<file path="src/rtl/fetch_sequencer.sv">
// Fetch-stage sequencer: boots to a reset vector, drives PC source/enable, holds on stalls,
// buffers a branch resolved during a stall, and inserts flush bubbles after every redirect.
module fetch_sequencer #(
    parameter int unsigned     WORD         = 64,
    parameter logic [WORD-1:0] RESET_VECTOR = '0,
    parameter int unsigned     FLUSH_CYCLES = 2
) (
    input  logic            clk,
    input  logic            reset,
    input  logic            stall_req,
    input  logic            br_valid,
    input  logic [WORD-1:0] br_target,
    output logic            pc_src,
    output logic [WORD-1:0] branch_target,
    output logic            fetch_en,
    output logic            if_id_flush,
    output logic            pend_valid,
    output logic            overrun,
    output logic [15:0]     redirect_count
);

    typedef enum logic [1:0] {BOOT, RUN, STALL, FLUSH} state_t;

    localparam logic [2:0] FLUSH_LOAD = 3'(FLUSH_CYCLES - 1);
    localparam state_t REDIRECT_STATE = (FLUSH_LOAD != 3'd0) ? FLUSH : RUN;

    state_t          state, state_next;
    logic [WORD-1:0] pend_target;
    logic [2:0]      flush_cnt;

    logic            pc_src_d, fetch_en_d, if_id_flush_d, pend_valid_d, overrun_d;
    logic [WORD-1:0] branch_target_d, pend_target_d;
    logic [15:0]     redirect_count_d;
    logic [2:0]      flush_cnt_d;
    logic            issue_redirect;
    logic [WORD-1:0] redirect_target;

    // NOTE: sequential state uses non-blocking assignments so every register samples
    // pre-edge values regardless of statement order.
    always_ff @(posedge clk) begin
        if (!reset) begin
            state          <= BOOT;
            pc_src         <= 1'b0;
            branch_target  <= '0;
            fetch_en       <= 1'b0;
            if_id_flush    <= 1'b1;
            pend_valid     <= 1'b0;
            pend_target    <= '0;
            overrun        <= 1'b0;
            redirect_count <= 16'd0;
            flush_cnt      <= 3'd0;
        end else begin
            state          <= state_next;
            pc_src         <= pc_src_d;
            branch_target  <= branch_target_d;
            fetch_en       <= fetch_en_d;
            if_id_flush    <= if_id_flush_d;
            pend_valid     <= pend_valid_d;
            pend_target    <= pend_target_d;
            overrun        <= overrun_d;
            redirect_count <= redirect_count_d;
            flush_cnt      <= flush_cnt_d;
        end
    end

    always_comb begin
        state_next = state;
        case (state)
            BOOT:  state_next = RUN;
            RUN: begin
                if (br_valid)       state_next = REDIRECT_STATE;
                else if (stall_req) state_next = STALL;
            end
            STALL: begin
                if (!stall_req) state_next = (pend_valid || br_valid) ? REDIRECT_STATE : RUN;
            end
            FLUSH: begin
                if (br_valid)                state_next = REDIRECT_STATE;
                else if (flush_cnt == 3'd1)  state_next = stall_req ? STALL : RUN;
            end
            default: state_next = BOOT;
        endcase
    end

    // NOTE: every signal written here gets a default first, so no path can infer a latch.
    always_comb begin
        pc_src_d         = 1'b0;
        branch_target_d  = branch_target;
        fetch_en_d       = fetch_en;
        if_id_flush_d    = if_id_flush;
        pend_valid_d     = pend_valid;
        pend_target_d    = pend_target;
        overrun_d        = overrun;
        redirect_count_d = redirect_count;
        flush_cnt_d      = flush_cnt;
        issue_redirect   = 1'b0;
        redirect_target  = br_target;

        case (state)
            BOOT: begin
                pc_src_d        = 1'b1;
                branch_target_d = RESET_VECTOR;
                fetch_en_d      = 1'b1;
                if_id_flush_d   = 1'b1;
            end
            RUN: begin
                if (br_valid) begin
                    issue_redirect = 1'b1;
                end else begin
                    fetch_en_d    = !stall_req;
                    if_id_flush_d = 1'b0;
                end
            end
            STALL: begin
                fetch_en_d    = 1'b0;
                if_id_flush_d = 1'b0;
                if (br_valid && pend_valid) overrun_d = 1'b1;
                if (!stall_req) begin
                    // The buffered branch is older, so it wins over one arriving now.
                    if (pend_valid || br_valid) begin
                        issue_redirect  = 1'b1;
                        redirect_target = pend_valid ? pend_target : br_target;
                        pend_valid_d    = 1'b0;
                    end else begin
                        fetch_en_d = 1'b1;
                    end
                end else if (br_valid && !pend_valid) begin
                    pend_valid_d  = 1'b1;
                    pend_target_d = br_target;
                end
            end
            FLUSH: begin
                if (br_valid) begin
                    issue_redirect = 1'b1;
                end else begin
                    fetch_en_d    = 1'b1;
                    if_id_flush_d = 1'b1;
                    flush_cnt_d   = flush_cnt - 3'd1;
                end
            end
            default: ;
        endcase

        if (issue_redirect) begin
            pc_src_d        = 1'b1;
            branch_target_d = redirect_target;
            fetch_en_d      = 1'b1;
            if_id_flush_d   = 1'b1;
            flush_cnt_d     = FLUSH_LOAD;
            if (redirect_count != 16'hFFFF) redirect_count_d = redirect_count + 16'd1;
        end
    end

endmodule
</file>
<file path="config.mk">
export PLATFORM = sky130hd
export DESIGN_NAME = fetch_sequencer
export DESIGN_NICKNAME = d
export VERILOG_FILES = /design/src/rtl/fetch_sequencer.sv
export SDC_FILE = /design/constraint.sdc
export NUM_CORES = 1
export LEC_CHECK = 0
export ABC_AREA = 1
export CAP_MARGIN = 10
export CORE_UTILIZATION = 45
export DETAILED_ROUTE_END_ITERATION = 6
export GPL_TIMING_DRIVEN = 0
export PLACE_DENSITY = 0.71
export REMOVE_ABC_BUFFERS = 1
export SLEW_MARGIN = 10
export SYNTH_ARGS = -nofsm -noshare
export SYNTH_HDL_FRONTEND = slang
export SYNTH_SLANG_ARGS = --single-unit
</file>
<file path="constraint.sdc">
create_clock -name clk -period 2.1 [get_ports clk]
set_clock_uncertainty 0.2 [all_clocks]
set_input_delay 0.42 -clock clk [delete_from_list [all_inputs] [get_ports clk]]
set_output_delay 0.42 -clock clk [all_outputs]
set_load 0.01 [all_outputs]
</file>
# Word level (Yosys, flattened, before mapping)
# Cells that the tools add are included.
# classes
add_sub_neg	2
multipliers	0
div_mod_pow	0
order_cmp	0
eq_ne	14
n_shift	0
n_mux	34
n_bitwise	2
n_reduce_logical	20
# op_table
operator	n
64-bit two-way mux	6
1-bit two-way mux	17
16-bit by 1-bit adder with 16-bit output, second input constant	1
16-bit inequality test, second input constant	1
2-bit two-way mux	7
3-bit inequality test, second input constant	4
2-bit AND reduction	6
3-bit AND reduction	3
1-bit case mux with 4 select lines	2
2-bit case mux with 4 select lines	1
2-bit inequality test, second input constant	3
2-bit nonzero test	3
2-bit == test, second input constant	2
2-bit by 1-bit inequality test with 1-bit output, second input constant	2
2-bit OR reduction	2
3-bit by 1-bit == test with 1-bit output, second input constant	1
3-bit by 1-bit subtractor with 3-bit output, second input constant	1
2-bit by 1-bit == test with 1-bit output, second input constant	1
1-bit logical AND	2
1-bit logical NOT	2
2-bit logical NOT	1
1-bit inverter	2
1-bit case mux with 2 select lines	1
1-bit logical OR	1
# totals
regBits	154
latchBits	0
ram_bits	0
mem_bits_ro	0
input_bits	68
output_inout_bits	85
word_cells	83
mem_count	0

# Longest topological paths before layout
# Gate-level depths: netlist (run 1).
# depth
depth_word	6
ltp_mapped	10
depth_no_buf	9

# Least setup slack after synthesis (run 1)
# OpenSTA, ideal clock, no wires.
# synth_timing
path_type	reg2reg
startpoint	reg state[0]
endpoint	reg branch_target[0]
setup_time_ps	71
t_arrival_ps	1566
required_ps	1829
path_slack_ps	263
path_stages_with_launch	10
n_path_buf	2
synth_period_minus_slack_ps	1837
cell_sequence	dfxtp_1 -> inv_1 -> ha_1 -> nand3_2 -> buf_2 -> clkbuf_1 -> nand2_1 -> o21ai_1 -> nand2_1 -> a21oi_2
# synth_between
elab_chain_cells	4
elab_cells_between_ends	9
cone_classes	eq/ne (3); mux (3); reduce/logical (3)
# synth_lines
item	line	source
start, declared	27	state_t state, state_next;
start signal, assigned	53	state <= state_next;
2-bit == test / 2-bit by 1-bit == test with 1-bit output (equally long branches)	99	case (state)
2-bit OR reduction (no line)	--	
1-bit case mux with 2 select lines	99	
64-bit two-way mux / 2-bit nonzero test (equally long branches)	--	
end signal, assigned	55	branch_target <= branch_target_d;
end, declared	14	output logic [WORD-1:0] branch_target,
# Several ways; a longest one is shown, not always the timed one.
# A chain may end at the register's enable or synchronous reset.

# Final worst setup path (run 1)
# layout_timing
startpoint	reg state[0]
endpoint	reg pend_target[23]
# layout_between
elab_chain_cells	2
# layout_lines
item	line	source
2-bit == test	99	
3-bit AND reduction (no line)	--	
end signal, assigned	59	pend_target <= pend_target_d;
end, declared	28	logic [WORD-1:0] pend_target;
# No other way between the ends.

==> results by group, run 1 <==
Power and ir drop
  • Total power: 9907 uW
  • Switching part of the total: 0.3260
  • P_sw: 3230 uW
  • Clk pwr share: 0.348
  • Comb power frac: 0.303
  • Maximum vdd ir drop: 0.0007711 V
  • Internal Power: 6678 uW
  • Seq pwr share: 0.349
  • PwrDens: 1047 mW/mm2
  • Pleak: 0.003353 uW

Die
  • Core area: 0.01470 mm2
  • Starting Density: 0.4648
  • Rows: 44
  • Die Wd: 125.2 um
  • Die Ht: 125.2 um
  • I/O pins: 153
  • Die area: 0.01568 mm2

Final layout
  • Fillcell total: 1,298
  • ANT cells: 0
  • # nets final: 1,124
  • Register Area: 0.003094 mm2
  • Most frequent cells in the layout: nand2_1, clkdlybuf4s50_1, dfxtp_1
  • Share of cells above drive strength 1: 0.1206
  • Multi-input gate area: 0.003272 mm2
  • Commonest non-fill, non-tap cell in the layout: nand2_1
  • Area Growth Syn to Fin: 38.49%

Timing
  • Min cycle time layout: 2120 ps
  • Rel. slew slack: 0.4100
  • RSZ-0062 raised after global routing: yes
  • # setup viols final: 1
  • Slew @ Worst Pin: 885.1 ps
  • Final period util: 1.010
  • Max Clk Rate: 0.4716 GHz
  • Setup WS post-layout: -20.32 ps
  • Fin. Hold Viols: 0
  • Pins Over Slew Limit: 0

Yosys
  • Synth unique cells: 38
  • Synth top area cells: dfxtp_1, nand2_1, a21oi_1
  • Synthesized area: 0.006833 mm2
  • Top FF cell, synth: dfxtp_1
  • Post-synth ARST share: 0
  • Syn Inst Count: 915
  • Area leader, netlist: dfxtp_1
  • Synth Area per Inst: 7.468 um2
  • Seq cells post-synth: 154
  • YS warnings: 0
  • Number of synthesized flops with an enable pin: 0
  • Yosys top cell area share: 0.4512
  • Sequential share of the synthesized area: 0.4512

Clocking
  • Clock transition at path regs: 60 ps
  • CTS tree: done
  • Clk_lat worst skew: 430 ps
  • H-tree Lvls: 4
  • CTS Buf Count: 17
  • Clk sinks: 154
  • Clock root buffer: clkbuf_16
  • Longest Clk Path Bufs: 2

Status
  • Failing checks: design-rule violations, negative setup slack
  • Outcome: finished with violations

Drt
  • ANT nets after route: 0
  • Vias: 6,721
  • Drt first pass iters: 7
  • Routed WL: 20,480 um
  • Drt initial violations: 735
  • Residual DRC count: 18
  • Drt wl/cell: 16.45 um
  • Vias per inst: 5.398

Setup path
  • CP startpoint kind: register
  • Worst reg2reg startpoint: state[0]$_SDFFE_PN0P_
  • R2R setup slack: -20 ps
  • Crit path capture type: register
  • Critical path type: register to register
  • RR Endpoint: pend_target[23]$_SDFFE_PN0P_
  • Worst endpoint data arrival time: 2230 ps
  • Max FO, Critical Path: 37
  • Depth of the most critical reg-to-reg path: 8
  • Req. time, crit path: 2210 ps

Place
  • DP HPWL: 10,070 um
  • Placer congestion estimate: 0.8009
  • IO Port Bufs: 152
  • Pre-CTS setup slack: -1152 ps

Global route
  • Vias in the first global route: 5,905
  • Initial antenna violation count: 0
  • Overflow after GRT: 0
  • First-pass GRT wire length: 31,970 um
  • Largest net degree at the start of global routing: 84
  • Total GRT Usage: 0.2593

Worst hold path
  • HP Start: pend_target[31]$_SDFFE_PN0P_
  • WHS Path Cells: 2
  • Hold Path End: pend_target[31]$_SDFFE_PN0P_
  • Hold Path Class: register to register

Job
  • Max Cap Violations: 0
==> how the worst max path moves through the flow <==
stage	from	to	slack, ps	cells past startpoint
floorplan	state[0]$_SDFFE_PN0P_	redirect_count[2]$_SDFFE_PN0P_	-1270	8
global route	state[0]$_SDFFE_PN0P_	pend_target[9]$_SDFFE_PN0P_	-100	8
global placement	reset	flush_cnt[0]$_SDFFE_PN0P_	-3280	3
CTS	state[1]$_SDFFE_PN0P_	redirect_count[9]$_SDFFE_PN0P_	-20	8
finish	state[0]$_SDFFE_PN0P_	pend_target[23]$_SDFFE_PN0P_	-20	8
detailed placement	state[0]$_SDFFE_PN0P_	redirect_count[4]$_SDFFE_PN0P_	-1150	8
==> through the flow <==
| stage | std cells | utilization | instance area, um2 | TNS, ps | hold slack [ps] |
|---|---|---|---|---|---|
| after floorplan | 848 | - | 6479 | -103170 | 223.9 |
| after global placement | 1184 | 0.5599 | 8230 | -376800 | 234.6 |
| after detailed placement | 1189 | 0.5696 | 8373 | -83520 | 239.8 |
| after CTS | 1235 | 0.6319 | 9289 | -71.45 | 248.2 |
| after global routing | 1245 | 0.6438 | 9463 | -2648 | 267.4 |
| final | 1245 | 0.6438 | 9463 | -20.32 | 246.3 |
==> critical path, stage by stage (launching register included) <==
cell,delay [ps]
dfxtp_2,370
inv_2,120
ha_4,200
nand2_1,140
nor3_4,250
bufinv_16,250
buf_16,180
o21ai_0,220
a21oi_2,40
==> cells by family (layout without fill, tap and decap cells) <==
group,Yosys count,in the layout,share of synthesized area
AO/OA/AOI/OAI,289,290,0.2280
XOR/XNOR,3,3,0.003846
adder cells (fa/ha/maj),7,7,0.01282
buffers and inverters,153,292,0.09907
flip-flops,154,154,0.4512
AND/OR/NAND/NOR,309,315,0.2051
==> cell usage after synthesis, types with 7 or more instances <==
cell	instances
a21oi_1	127
ha_1	7
clkbuf_1	34
nand3_1	72
inv_1	80
dfxtp_1	154
nor2_1	33
nand2_1	177
a21oi_2	20
nand3_2	11
buf_6	9
o21ai_1	28
buf_2	16
o21ai_0	106
==> routing by layer <==
metal	up-vias	GRT usage	part of all wire
li1	3311	-	-
met1	3136	0.3450	0.46
met2	248	0.4081	0.45
met3	26	0.07959	0.074
met4	0	0.06743	0.014
met5	-	0	0
==> repair_timing <==
item	in CTS	in global routing
buffers inserted	6	9
hold buffers	0	0
cloned	9	1
pin swaps	6	3
setup endpoints to repair	122	93
gates resized for setup	19	28
==> state kept, by name, indices dropped and copies added, names as in the netlist <==
name / cells
pend_valid: 1
flush_cnt: 3
redirect_count: 16
overrun: 1
pend_target: 64
branch_target: 64
fetch_en: 1
state: 2
if_id_flush: 1
pc_src: 1
==> layout make-up <==
| cell class | instances | area share |
|---|---|---|
| multi-input cells | 615 | 0.3458 |
| flip-flops and latches | 154 | 0.3270 |
| repair buffers | 173 | 0.1923 |
| clock buffers | 24 | 0.05302 |
| inverters | 86 | 0.03887 |
| well taps | 184 | 0.02433 |
| clock inverters | 7 | 0.01692 |
| repair inverters | 2 | 0.001851 |
==> power by group through the flow <==
stage	Combinational (uW)	Sequential, uW	Clock (uW)
floorplan	1220	3550	0
global placement	2150	3480	0
detailed placement	2340	3490	0
CTS	2820	3430	3490
global route	3230	3490	3630
finish	3000	3460	3440
Power figures use the tool's default switching activity.
==> run 2, diff against run 1 <==
- PLACE_DENSITY: 0.71 -> 0.73
- REMOVE_ABC_BUFFERS: 1 -> unset
==> run 2 against run 1 <==
The run ends with design-rule violations left. Maximum frequency up 3.4%. Final cell count up 3.0%. First-iteration DRC count down 21%. Clock power down 7.6%. Die area unchanged. Utilization down 1.2 points. Critical endpoint is now redirect_count[11]. Largest cell class unchanged.
==> results by group, run 2 (synthesis results as in run 1) <==
Status
  • Outcome: finished with violations
  • Failing checks: design-rule violations

Power and ir drop
  • Maximum vdd ir drop: 0.0005826 V
  • PwrDens: 992.8 mW/mm2
  • Pleak: 0.003332 uW

Global route
  • Largest net degree at the start of global routing: 17
  • Total GRT Usage: 0.2378
  • First-pass GRT wire length: 29,860 um
  • Overflow after GRT: 0
  • Initial antenna violation count: 0
  • Vias in the first global route: 5,940

Place
  • IO Port Bufs: 152
  • Placer congestion estimate: 0.8762
  • Pre-CTS setup slack: -412.7 ps
  • DP HPWL: 12,820 um
  • Placed Cells: 1,251

Timing
  • Min cycle time layout: 2051 ps
  • Pins Over Slew Limit: 0
  • Setup WS post-layout: 49.15 ps
  • Final period util: 0.9766
  • Fin. Hold Viols: 0
  • Slew @ Worst Pin: 730.3 ps
  • RSZ-0062 raised after global routing: yes
  • # setup viols final: 0
  • Rel. slew slack: 0.5131
  • Max Clk Rate: 0.4876 GHz

Worst hold path
  • HP Start: pend_target[18]$_SDFFE_PN0P_
  • WHS Path Cells: 2
  • Hold Path Class: register to register
  • Hold Path End: pend_target[18]$_SDFFE_PN0P_

Setup path
  • Peak per-stage delay on the critical path: 580 ps
  • CP Buf/Inv Count: 1
  • Worst reg2reg startpoint: state[1]$_SDFFE_PN0P_
  • Critical path depth: 1
  • RR Endpoint: branch_target[30]$_SDFFE_PN0P_
  • CP startpoint kind: register
  • Critical path type: register to primary output
  • Max FO, Critical Path: 6
  • Crit path capture type: primary output
  • CP cell instances: clkdlybuf4s50_1
  • R2R setup slack: 120 ps
  • Worst endpoint data arrival time: 1430 ps
  • Delay-heaviest family, CP: buffers and inverters
  • Slowest stage cell, crit path: clkdlybuf4s50_1
  • Depth of the most critical reg-to-reg path: 9
  • Req. time, crit path: 1480 ps

Final layout
  • Share of cells above drive strength 1: 0.1230
  • Register Area: 0.003087 mm2
  • ANT cells: 0
  • Commonest non-fill, non-tap cell in the layout: nand2_1
  • Multi-input gate area: 0.003093 mm2
  • Final core occ: 0.6313
  • Area Growth Syn to Fin: 35.82%
  • Non-filler instance count after layout: 1,282
  • # nets final: 1,163
  • Biggest registers after layout: branch_target: 64 flops, pend_target: 64 flops, redirect_count: 16 flops
  • Most frequent cells in the layout: nand2_1, clkdlybuf4s50_1, dfxtp_1
  • Fillcell total: 1,350

Drt
  • Drt wl/cell: 14.44 um
  • Drt first pass iters: 7
  • Routed WL: 18,510 um
  • Vias: 6,715
  • Residual DRC count: 22
  • ANT nets after route: 0
  • Drt initial violations: 581
  • Vias per inst: 5.238

Die
  • Core area: 0.01470 mm2
  • Die Ht: 125.2 um
  • Starting Density: 0.4648
  • Die Wd: 125.2 um
  • Rows: 44
  • Die area: 0.01568 mm2
  • I/O pins: 153

Clocking
  • CTS Buf Count: 17
  • Longest Clk Path Bufs: 2
  • CTS tree: done
  • Clock transition at path regs: 60 ps
  • Clk_lat worst skew: 420 ps
  • Hold Buf Count CTS: 0
  • H-tree Lvls: 4
  • Clock root buffer: clkbuf_16
  • Clk sinks: 154

Job
  • Max Cap Violations: 0

Yosys
  • Post-Syn Nets: 990
[run 2: layer usage]
layer,track usage,wire [um]
met2,0.3700,8584
met5,0,0
met3,0.05991,1193
met4,0.08321,223
met1,0.3199,8507
[run 2: worst max path at each step]
stage                                          startpoint                            end  slack (ps)
after detailed placement                            reset   pend_target[61]$_SDFFE_PN0P_        -410
after global routing                state[1]$_SDFFE_PN0P_  branch_target[3]$_SDFFE_PN0P_         -30
final                     redirect_count[11]$_SDFFE_PN0P_             redirect_count[11]          50
after global placement                              reset   pend_target[61]$_SDFFE_PN0P_        -410
after CTS                                           reset   pend_target[60]$_SDFFE_PN0P_           5
after floorplan                     state[0]$_SDFFE_PN0P_  branch_target[0]$_SDFFE_PN0P_         260
[run 2: layout make-up]
| cell class | instances | area share |
|---|---|---|
| clock inverter | 8 | 0.01564 |
| clock buffer | 21 | 0.04962 |
| multi-input combinational | 608 | 0.3333 |
| timing repair buffer | 154 | 0.1656 |
| sequential | 154 | 0.3326 |
| tap | 184 | 0.02481 |
| buffer | 67 | 0.04368 |
| inverter | 86 | 0.03478 |
[run 2: power by group]
part | total (uW) | switching [uW] | internal (uW) | leakage [uW]
combinational | 2590 | 1530 | 1060 | 0.00179
sequential | 3450 | 185 | 3270 | 0.00125
clock | 3180 | 1150 | 2030 | 0.000291
total | 9210 | 2860 | 6350 | 0.00333
[run 2: repair_timing]
| action | CTS | global route |
|---|---|---|
| pin swaps | 1 | 0 |
| setup buffers | 2 | 0 |
| resized for setup | 17 | 39 |
| endpoints found under the setup margin | 103 | 114 |
| hold endpoints to repair | 0 | 0 |
[run 2: tightest hold or removal path, cell delays in order (launching register included)]
cell	delay (ps)
dfxtp_1	300
inv_1	50
a21oi_1	50
[run 2: stage by stage]
step	cell area, um2	setup TNS [ps]	total power, uW	hold slack, ps
floorplan	6833	0	5013	224.5
finish	9280	0	9213	245.6
global placement	8584	-38990	5976	233.1
detailed placement	8584	-40290	6003	239.5
CTS	9229	0	9215	248.1
global route	9280	-201.6	9677	256.2
==> run 3, diff against run 2 <==
- SETUP_SLACK_MARGIN: unset -> 0.1
- SLEW_MARGIN: 10 -> 20
==> run 3 against run 2 <==
The flow still finishes with violations (design-rule violations). Worst setup slack better by 79 ps. Global-route usage is 0.065 points higher. Critical path type unchanged. Worst hold slack better by 0.64 ps. Final cell count stayed put. Combinational power is 3% higher. Sequential cell count stayed put. Register-to-register slack better by 50 ps. Maximum frequency is 4.0% higher.
==> results by group, run 3 (synthesis results as in run 1) <==
Status
  • Outcome: finished with violations
  • Failing checks: design-rule violations

Timing
  • Min cycle time layout: 1971 ps
  • Final period util: 0.9388
  • Rel. slew slack: 0.4996
  • # setup viols final: 0
  • Slew @ Worst Pin: 750.6 ps
  • Max Clk Rate: 0.5072 GHz
  • Pins Over Slew Limit: 0
  • Fin. Hold Viols: 0
  • RSZ-0062 raised after global routing: yes

Global route
  • Largest net degree at the start of global routing: 17
  • Total GRT Usage: 0.2384
  • Overflow after GRT: 0
  • First-pass GRT wire length: 29,950 um
  • Initial antenna violation count: 0
  • Vias in the first global route: 5,963

Setup path
  • Worst endpoint data arrival time: 1350 ps
  • Max FO, Critical Path: 2
  • Slowest stage cell, crit path: clkdlybuf4s50_1
  • Req. time, crit path: 1480 ps
  • Critical path type: register to primary output
  • CP startpoint kind: register
  • Delay-heaviest family, CP: buffers and inverters
  • CP Buf/Inv Count: 1
  • Crit path capture type: primary output
  • Peak per-stage delay on the critical path: 560 ps
  • CP cell instances: clkdlybuf4s50_1

Die
  • I/O pins: 153
  • Rows: 44
  • Die Ht: 125.2 um
  • Starting Density: 0.4648
  • Die Wd: 125.2 um
  • Die area: 0.01568 mm2
  • Core area: 0.01470 mm2

Final layout
  • # nets final: 1,163
  • Final Cell Area: 0.009359 mm2
  • Biggest registers after layout: branch_target: 64 flops, pend_target: 64 flops, redirect_count: 16 flops
  • Commonest non-fill, non-tap cell in the layout: nand2_1
  • Share of cells above drive strength 1: 0.1339
  • ANT cells: 0
  • Area Growth Syn to Fin: 36.97%
  • Most frequent cells in the layout: nand2_1, dfxtp_1, clkdlybuf4s50_1
  • Final core occ: 0.6367

Clocking
  • Clk_lat worst skew: 420 ps
  • CTS tree: done
  • Clock transition at path regs: 60 ps
  • CTS Buf Count: 17
  • Clock root buffer: clkbuf_16
  • Longest Clk Path Bufs: 2
  • Hold Buf Count CTS: 0
  • Clk sinks: 154
  • H-tree Lvls: 4

Place
  • DP HPWL: 12,820 um
  • DP Area: 0.008584 mm2
  • Placer congestion estimate: 0.8762
  • IO Port Bufs: 152

Power and ir drop
  • Pleak: 0.003517 uW
  • Maximum vdd ir drop: 0.0005866 V
  • PwrDens: 995.5 mW/mm2

Drt
  • Residual DRC count: 22
  • Vias per inst: 5.282
  • Drt first pass iters: 7
  • Drt initial violations: 583
  • Vias: 6,771
  • Routed WL: 18,670 um
  • Drt wl/cell: 14.57 um
  • ANT nets after route: 0

Worst hold path
  • Hold Path Class: register to register

Job
  • Max Cap Violations: 0

Yosys
  • Post-Syn Nets: 990
run 3: stage by stage:
| stage | instances | power [uW] | setup slack, ps | hold slack (ps) | TNS [ps] |
|---|---|---|---|---|---|
| final | 1282 | 9317 | 128.6 | 246.2 | 0 |
| after global routing | 1282 | 9773 | 82.13 | 256.4 | 0 |
| after CTS | 1282 | 9277 | 83.92 | 248.1 | 0 |
| after detailed placement | 1251 | 6003 | -412.7 | 239.5 | -40290 |
| after global placement | 1251 | 5976 | -414.9 | 233.1 | -38990 |
| after floorplan | 915 | 5013 | 262.9 | 224.5 | 0 |
run 3: worst register-to-register path, stage by stage (launching register included):
cell,delay (ps)
dfxtp_2,360
inv_1,130
ha_4,200
nand2_1,90
nor3_2,160
inv_2,80
buf_6,150
clkbuf_2,200
o21ai_0,190
a21oi_1,60
run 3: routing by layer:
| metal | GRT usage | up-vias | routed length [um] | share of wire |
|---|---|---|---|---|
| li1 | - | 3376 | - | - |
| met1 | 0.3188 | 3152 | 8527 | 0.46 |
| met2 | 0.3743 | 221 | 8690 | 0.47 |
| met3 | 0.05991 | 22 | 1225 | 0.066 |
| met4 | 0.08178 | 0 | 230 | 0.012 |
| met5 | 0 | - | 0 | 0 |
run 3: layout make-up:
cell class              instances  area [um2]
inverters                      86       322.8
multi-input cells             608        3119
flip-flops and latches        154        3099
clock inverters                 8       145.1
clock buffers                  21       460.4
fillers                      1351        5340
well taps                     184       230.2
plain buffers                  67       431.7
repair buffers                154        1550
run 3: repair_timing:
item | CTS | global route
gates resized for setup | 43 | 67
pin swaps | 1 | 0
setup buffers | 2 | 0
setup endpoints to repair | 141 | 146
run 3: worst paths after layout:
kind | startpoint | endpoint | slack [ps] | cells past startpoint
max | branch_target[32]$_SDFFE_PN0P_ | branch_target[32] | 130 | 1
min | pend_target[18]$_SDFFE_PN0P_ | pend_target[18]$_SDFFE_PN0P_ | 250 | 2
max reg2reg | state[0]$_SDFFE_PN0P_ | pend_target[19]$_SDFFE_PN0P_ | 170 | 9
min reg2reg | pend_target[18]$_SDFFE_PN0P_ | pend_target[18]$_SDFFE_PN0P_ | 250 | 2
run 3: power by group:
part	internal (uW)	total (uW)	switching [uW]	leakage, uW
combinational	1120	2670	1550	0.00197
clock	2030	3180	1150	0.000291
sequential	3270	3470	196	0.00125
